## config.mk

```make
export PLATFORM = sky130hd
export DESIGN_NAME = core_sequencer
export DESIGN_NICKNAME = d
export VERILOG_FILES = /design/src/rtl/core_sequencer.sv
export SDC_FILE = /design/constraint.sdc
export NUM_CORES = 1
export LEC_CHECK = 0
export CORE_MARGIN = 8
export CORE_UTILIZATION = 45
export CTS_CLUSTER_DIAMETER = 120
export DETAILED_ROUTE_END_ITERATION = 6
export PLACE_DENSITY = 0.75
export REMOVE_ABC_BUFFERS = 1
export SLEW_MARGIN = 20
export SYNTH_ARGS = -nofsm -noshare
export SYNTH_HDL_FRONTEND = slang
export SYNTH_SLANG_ARGS = --single-unit
```

## constraint.sdc

```tcl
create_clock -name clk -period 4.8 [get_ports clk]
set_clock_uncertainty 0.15 [all_clocks]
set_input_delay 0.96 -clock clk [delete_from_list [all_inputs] [get_ports clk]]
set_output_delay 0.96 -clock clk [all_outputs]
set_load 0.02 [all_outputs]
```

## src/rtl/core_sequencer.sv

```systemverilog
// Multi-cycle instruction sequencer: fetch, decode, execute, memory and write-back
// control around an external decoder, comparator and ALU; traps are terminal.
module core_sequencer #(
  parameter logic [31:0] RESET_PC = 32'h0000_0000
) (
  input  logic        clk,
  input  logic        rst_n,
  output logic        imem_req,
  output logic [31:0] imem_addr,
  input  logic        imem_ready,
  input  logic [31:0] imem_rdata,
  output logic [31:0] instr,
  input  logic        dec_reg_write_en,
  input  logic        dec_mem_read_en,
  input  logic        dec_mem_write_en,
  input  logic        branch_taken,
  input  logic [31:0] rs1_data,
  input  logic [31:0] rs2_data,
  input  logic [31:0] alu_result,
  output logic        dmem_req,
  output logic        dmem_we,
  output logic [31:0] dmem_addr,
  output logic [31:0] dmem_wdata,
  input  logic        dmem_ready,
  output logic        rf_we,
  output logic [31:0] pc,
  output logic        retire,
  output logic        trap,
  output logic [31:0] instret
);

  typedef enum logic [2:0] {IDLE, FETCH, DECODE, EXEC, MEM, WB, TRAP} state_t;

  localparam logic [6:0] OP_JAL    = 7'b1101111;
  localparam logic [6:0] OP_JALR   = 7'b1100111;
  localparam logic [6:0] OP_BRANCH = 7'b1100011;

  state_t      state;
  logic [31:0] next_pc_q;
  logic [31:0] next_pc;
  logic [31:0] imm_i;
  logic [31:0] imm_b;
  logic [31:0] imm_j;
  logic [6:0]  opcode;
  logic [2:0]  funct3;
  logic        legal;

  assign imem_addr = pc;
  assign opcode    = instr[6:0];
  assign funct3    = instr[14:12];
  assign imm_i     = {{20{instr[31]}}, instr[31:20]};
  assign imm_b     = {{19{instr[31]}}, instr[31], instr[7], instr[30:25], instr[11:8], 1'b0};
  assign imm_j     = {{11{instr[31]}}, instr[31], instr[19:12], instr[20], instr[30:21], 1'b0};

  always_comb begin
    legal = 1'b0;
    case (opcode)
      7'b0110011, 7'b0010011, 7'b0000011, 7'b0100011,
      7'b1100011, 7'b0110111, 7'b0010111, 7'b1101111: legal = 1'b1;
      OP_JALR: legal = (funct3 == 3'b000);
      default: legal = 1'b0;
    endcase
  end

  // Priority: JAL, JALR, taken branch, sequential.
  always_comb begin
    next_pc = pc + 32'd4;
    if (opcode == OP_JAL)
      next_pc = pc + imm_j;
    else if (opcode == OP_JALR)
      next_pc = (rs1_data + imm_i) & ~32'd1;
    else if (opcode == OP_BRANCH && branch_taken)
      next_pc = pc + imm_b;
  end

  always_ff @(posedge clk) begin
    if (!rst_n) begin
      state      <= IDLE;
      pc         <= RESET_PC;
      next_pc_q  <= RESET_PC;
      instr      <= '0;
      instret    <= '0;
      dmem_addr  <= '0;
      dmem_wdata <= '0;
      imem_req   <= 1'b0;
      dmem_req   <= 1'b0;
      dmem_we    <= 1'b0;
      rf_we      <= 1'b0;
      retire     <= 1'b0;
      trap       <= 1'b0;
    end else begin
      case (state)
        IDLE: begin
          state    <= FETCH;
          imem_req <= 1'b1;
        end
        FETCH: begin
          if (imem_ready) begin
            instr    <= imem_rdata;
            imem_req <= 1'b0;
            state    <= DECODE;
          end
        end
        DECODE: begin
          if (legal) begin
            state <= EXEC;
          end else begin
            state <= TRAP;
            trap  <= 1'b1;
          end
        end
        EXEC: begin
          dmem_addr  <= alu_result;
          dmem_wdata <= rs2_data;
          next_pc_q  <= next_pc;
          if (next_pc[1]) begin
            state <= TRAP;
            trap  <= 1'b1;
          end else if (dec_mem_read_en || dec_mem_write_en) begin
            state    <= MEM;
            dmem_req <= 1'b1;
            dmem_we  <= dec_mem_write_en;
          end else begin
            state  <= WB;
            rf_we  <= dec_reg_write_en;
            retire <= 1'b1;
          end
        end
        MEM: begin
          if (dmem_ready) begin
            dmem_req <= 1'b0;
            dmem_we  <= 1'b0;
            state    <= WB;
            rf_we    <= dec_reg_write_en;
            retire   <= 1'b1;
          end
        end
        WB: begin
          rf_we    <= 1'b0;
          retire   <= 1'b0;
          pc       <= next_pc_q;
          instret  <= instret + 32'd1;
          state    <= FETCH;
          imem_req <= 1'b1;
        end
        TRAP: begin
          trap     <= 1'b1;
          imem_req <= 1'b0;
          dmem_req <= 1'b0;
          dmem_we  <= 1'b0;
          rf_we    <= 1'b0;
          retire   <= 1'b0;
        end
        default: state <= IDLE;
      endcase
    end
  end

endmodule

```

==> results.md <==
* Most frequent CP cell: o31a_1
* Count of input and output buffers at roughly 330
* Postcts setup bufs at 0
* Mapped cell area at between 10,000 and 15,000 um2
* Die Y at roughly 190 um
* VDD IR max at around 0.24 mV
* Library cells used by synthesis at 70
* Vias at 13.5k
* Switching Fraction at 0.271
* Syn Area/Cell at about 7.4 um2
* DR iter-0 viols at ~1k
* Vias/cell at 5.61
* Die area at about 34,000 um2
* Comb pwr share at 0.159
* Detail Route Antenna Nets at 0
* Max Freq at between 200 and 300 MHz
* CTS root buf: clkbuf_16
* Core ar. at around 28,000 um2
* Gr usage total at 0.249
* Inserted Diodes at 0
* Die X at 185 um
* Clk Latency, worst-skew pair at about 530 ps
* GR peak layer: met2
* IO Count at about 330
* Pwr dens at roughly 250 nW/um2
* First-pass GRT wire length at 69.5 mm
* Sequential share of power at 0.413
* Worst-path clk slew at 60 ps
* Setup ws final at about 810 ps
* Final period utilization at 0.831
* WL final at roughly 45 mm
* CP Data Required Time at between 5000 and 6000 ps
* DR pass1 iterations at 5
* NumNets Final at ~2.2k
* P_leak at 6.50 nW
* Worst min path class: flip-flop to flip-flop
* Fraction of layout cells with a size suffix above 1 at 0.0414
* Layout Cells excl Fill at between 2k and 2.5k
* Cts hold-fix bufs at 0
* Cell Rows at between 60 and 70
* Critical path arrival at between 4000 and 5000 ps
* Sequential share of the synthesized area at 0.311
* Initial antenna violation count at 0
* GR Util met3 at 0.0553
* Met2 usage at 0.415
* Clock power share at 0.428
* Synth async-reset ratio at 0
* Overflow after GRT at 0
* Status: finished, final reports clean
* Vias in the first global route at around 13k
* Starting Density at 0.454
* Setup CP Type: flip-flop to flip-flop
* GRT met1 Usage at 0.306
* Worst slack, placed at 386 ps
* P_sw at approximately 0.0012 W
* Startpoint Class: flip-flop
* PostCTS Resize Cnt at 0
* WL per Instance at between 15 and 20 um
* Post-Synthesis Cells at 1,751
* Largest net degree at the start of global routing at 81
* Max cap viols at 0
* Setup violators final at 0
* Register bit total from synthesis at 201
* Dominant synthesized flop cell: dfxtp_1
* Endpoints failing hold at 0
* CP max stage cell: dfxtp_1
* Worst path cell trace: inv_1, fa_1, nor2b_1, o31a_1, o21ai_1, a211oi_1, a21oi_1, o21bai_1, nor3_1, a2111oi_0, o31a_1, a31oi_1
* DP Cell Count at 2,369
* Buffers & Inverters on Critical Path at 1
* Max-slew violations at 0
* Clock Path Buffers at 3
* Detail Placement HPWL at between 30 and 40 mm
* Max-slew headroom at 0.485
* Area Growth Syn to Fin at 32.9%
* Min Hold Slack at around 300 ps
* Slowest stage delay, CP at 550 ps
* CTS tree: built
* Routability cong. at ~0.92
* RSZ-0062 raised after global routing: false
* Final setup TNS at 0 ps
* CTS H-tree depth at 1
* CP top delay family: compound AO/OA/AOI/OAI gates
* CTS Sinks at approximately 200
* Synth Warn # at 0
* Remaining routing DRC violations at 0
* Number of synthesized flops with an enable pin at 0
* CP endpoint kind: flip-flop
* Tmin final at 3990 ps
* Least-Margin Pin Slew at around 770 ps
* Crit path max fanout at 10
* Int Power at 0.00310 W
* TritonCTS buffer count at 24
## per-layer routing
layer	up-vias	routed length, um
met1	6290	18400
met2	540	20900
met3	114	3970
li1	6598	-
met4	0	1830
met5	-	0
## final cells by class
| class | count | area [um2] |
|---|---|---|
| Sequential cell | 201 | 4030 |
| Clock buffer | 34 | 708 |
| Clock inverter | 10 | 92.6 |
| Multi-Input combinational cell | 1390 | 8180 |
| Fill cell | 2642 | 11300 |
| Inverter | 34 | 133 |
| Timing Repair Buffer | 360 | 3550 |
| Tap cell | 384 | 480 |
## state kept, by name, summed over array words and instances, names as in the netlist, 3 cells and up
register	count
dmem_wdata	32
dmem_addr	32
next_pc_q	32
instret	32
state	3
instr	32
imem_addr	32
## layout by cell type, fill, tap and decap left out, drive strengths merged, types with 4 or more instances in the layout
master           n
nand2          392
clkdlybuf4s50  333
a21oi          230
dfxtp          201
nor2           116
o21ai           83
ha              75
xnor2           72
xor2            61
nand3           47
inv             35
clkbuf          34
a21o            32
o211ai          32
buf             27
nor3            22
a211oi          22
a31oi           20
and3            17
o21bai          16
and2            15
nand4           14
nor2b           10
nand2b          10
o221ai           9
or3              8
o21a             7
clkinv           7
a21boi           7
and4             6
a221oi           6
mux2i            6
o22ai            5
o311ai           5
nor4             4
## final timing paths
kind / to / from / cells after the start / slack [ps]
worst max-delay path: next_pc_q[31] / imem_addr[2] / 12 / 810
worst max register to register: next_pc_q[31] / imem_addr[2] / 12 / 810
worst min register to register: imem_addr[16] / next_pc_q[16] / 2 / 300
worst min-delay path: imem_addr[16] / next_pc_q[16] / 2 / 300
## power groups by stage
stage                     combinational, W  sequential, W  clock [W]
after detailed placement          0.000673        0.00180          0
after global routing              0.000735        0.00177    0.00193
after global placement            0.000666        0.00180          0
after floorplan                   0.000323        0.00183          0
after CTS                         0.000677        0.00176    0.00186
final                             0.000677        0.00176    0.00182
## cell usage after synthesis, types with 22 or more instances
master / count / area share
buf_4: 33 / 0.019
a21o_1: 32 / 0.019
a21oi_1: 229 / 0.089
nand3_1: 47 / 0.018
inv_1: 33 / 0.0096
ha_1: 75 / 0.073
nor2_1: 116 / 0.034
xor2_1: 61 / 0.041
nor3_1: 22 / 0.0085
xnor2_1: 72 / 0.049
clkbuf_1: 83 / 0.024
o211ai_1: 32 / 0.019
nand2_1: 392 / 0.11
dfxtp_1: 201 / 0.31
o21ai_0: 82 / 0.032
## cells by family after synthesis
kind of cell | Yosys count | synth area share
AO/OA/AOI/OAI | 502 | 0.237
buffers and inverters | 160 | 0.0567
AND/OR/NAND/NOR | 671 | 0.223
multiplexers | 6 | 0.00465
XOR/XNOR | 133 | 0.0902
flip-flops | 201 | 0.311
adder cells (fa/ha/maj) | 78 | 0.0773
## worst register-to-register path: cells and delay by family, from the launching register on
family                     cells  cell delay, ps
AOI/OAI and AO/OA              8            2170
and+or+nand+nor                2             330
DFF                            1             550
buffers and inverters          1             160
adders and majority gates      1             470
## through the flow
| stage | area [um2] | util | power (W) |
|---|---|---|---|
| after floorplan | 12300 | - | 0.00215 |
| after global placement | 16400 | 0.575 | 0.00246 |
| final | 17200 | 0.603 | 0.00426 |
| after detailed placement | 16400 | 0.575 | 0.00247 |
| after CTS | 17200 | 0.603 | 0.00429 |
| after global routing | 17200 | 0.603 | 0.00443 |
No activity file was read; power rests on OpenSTA's default activity.
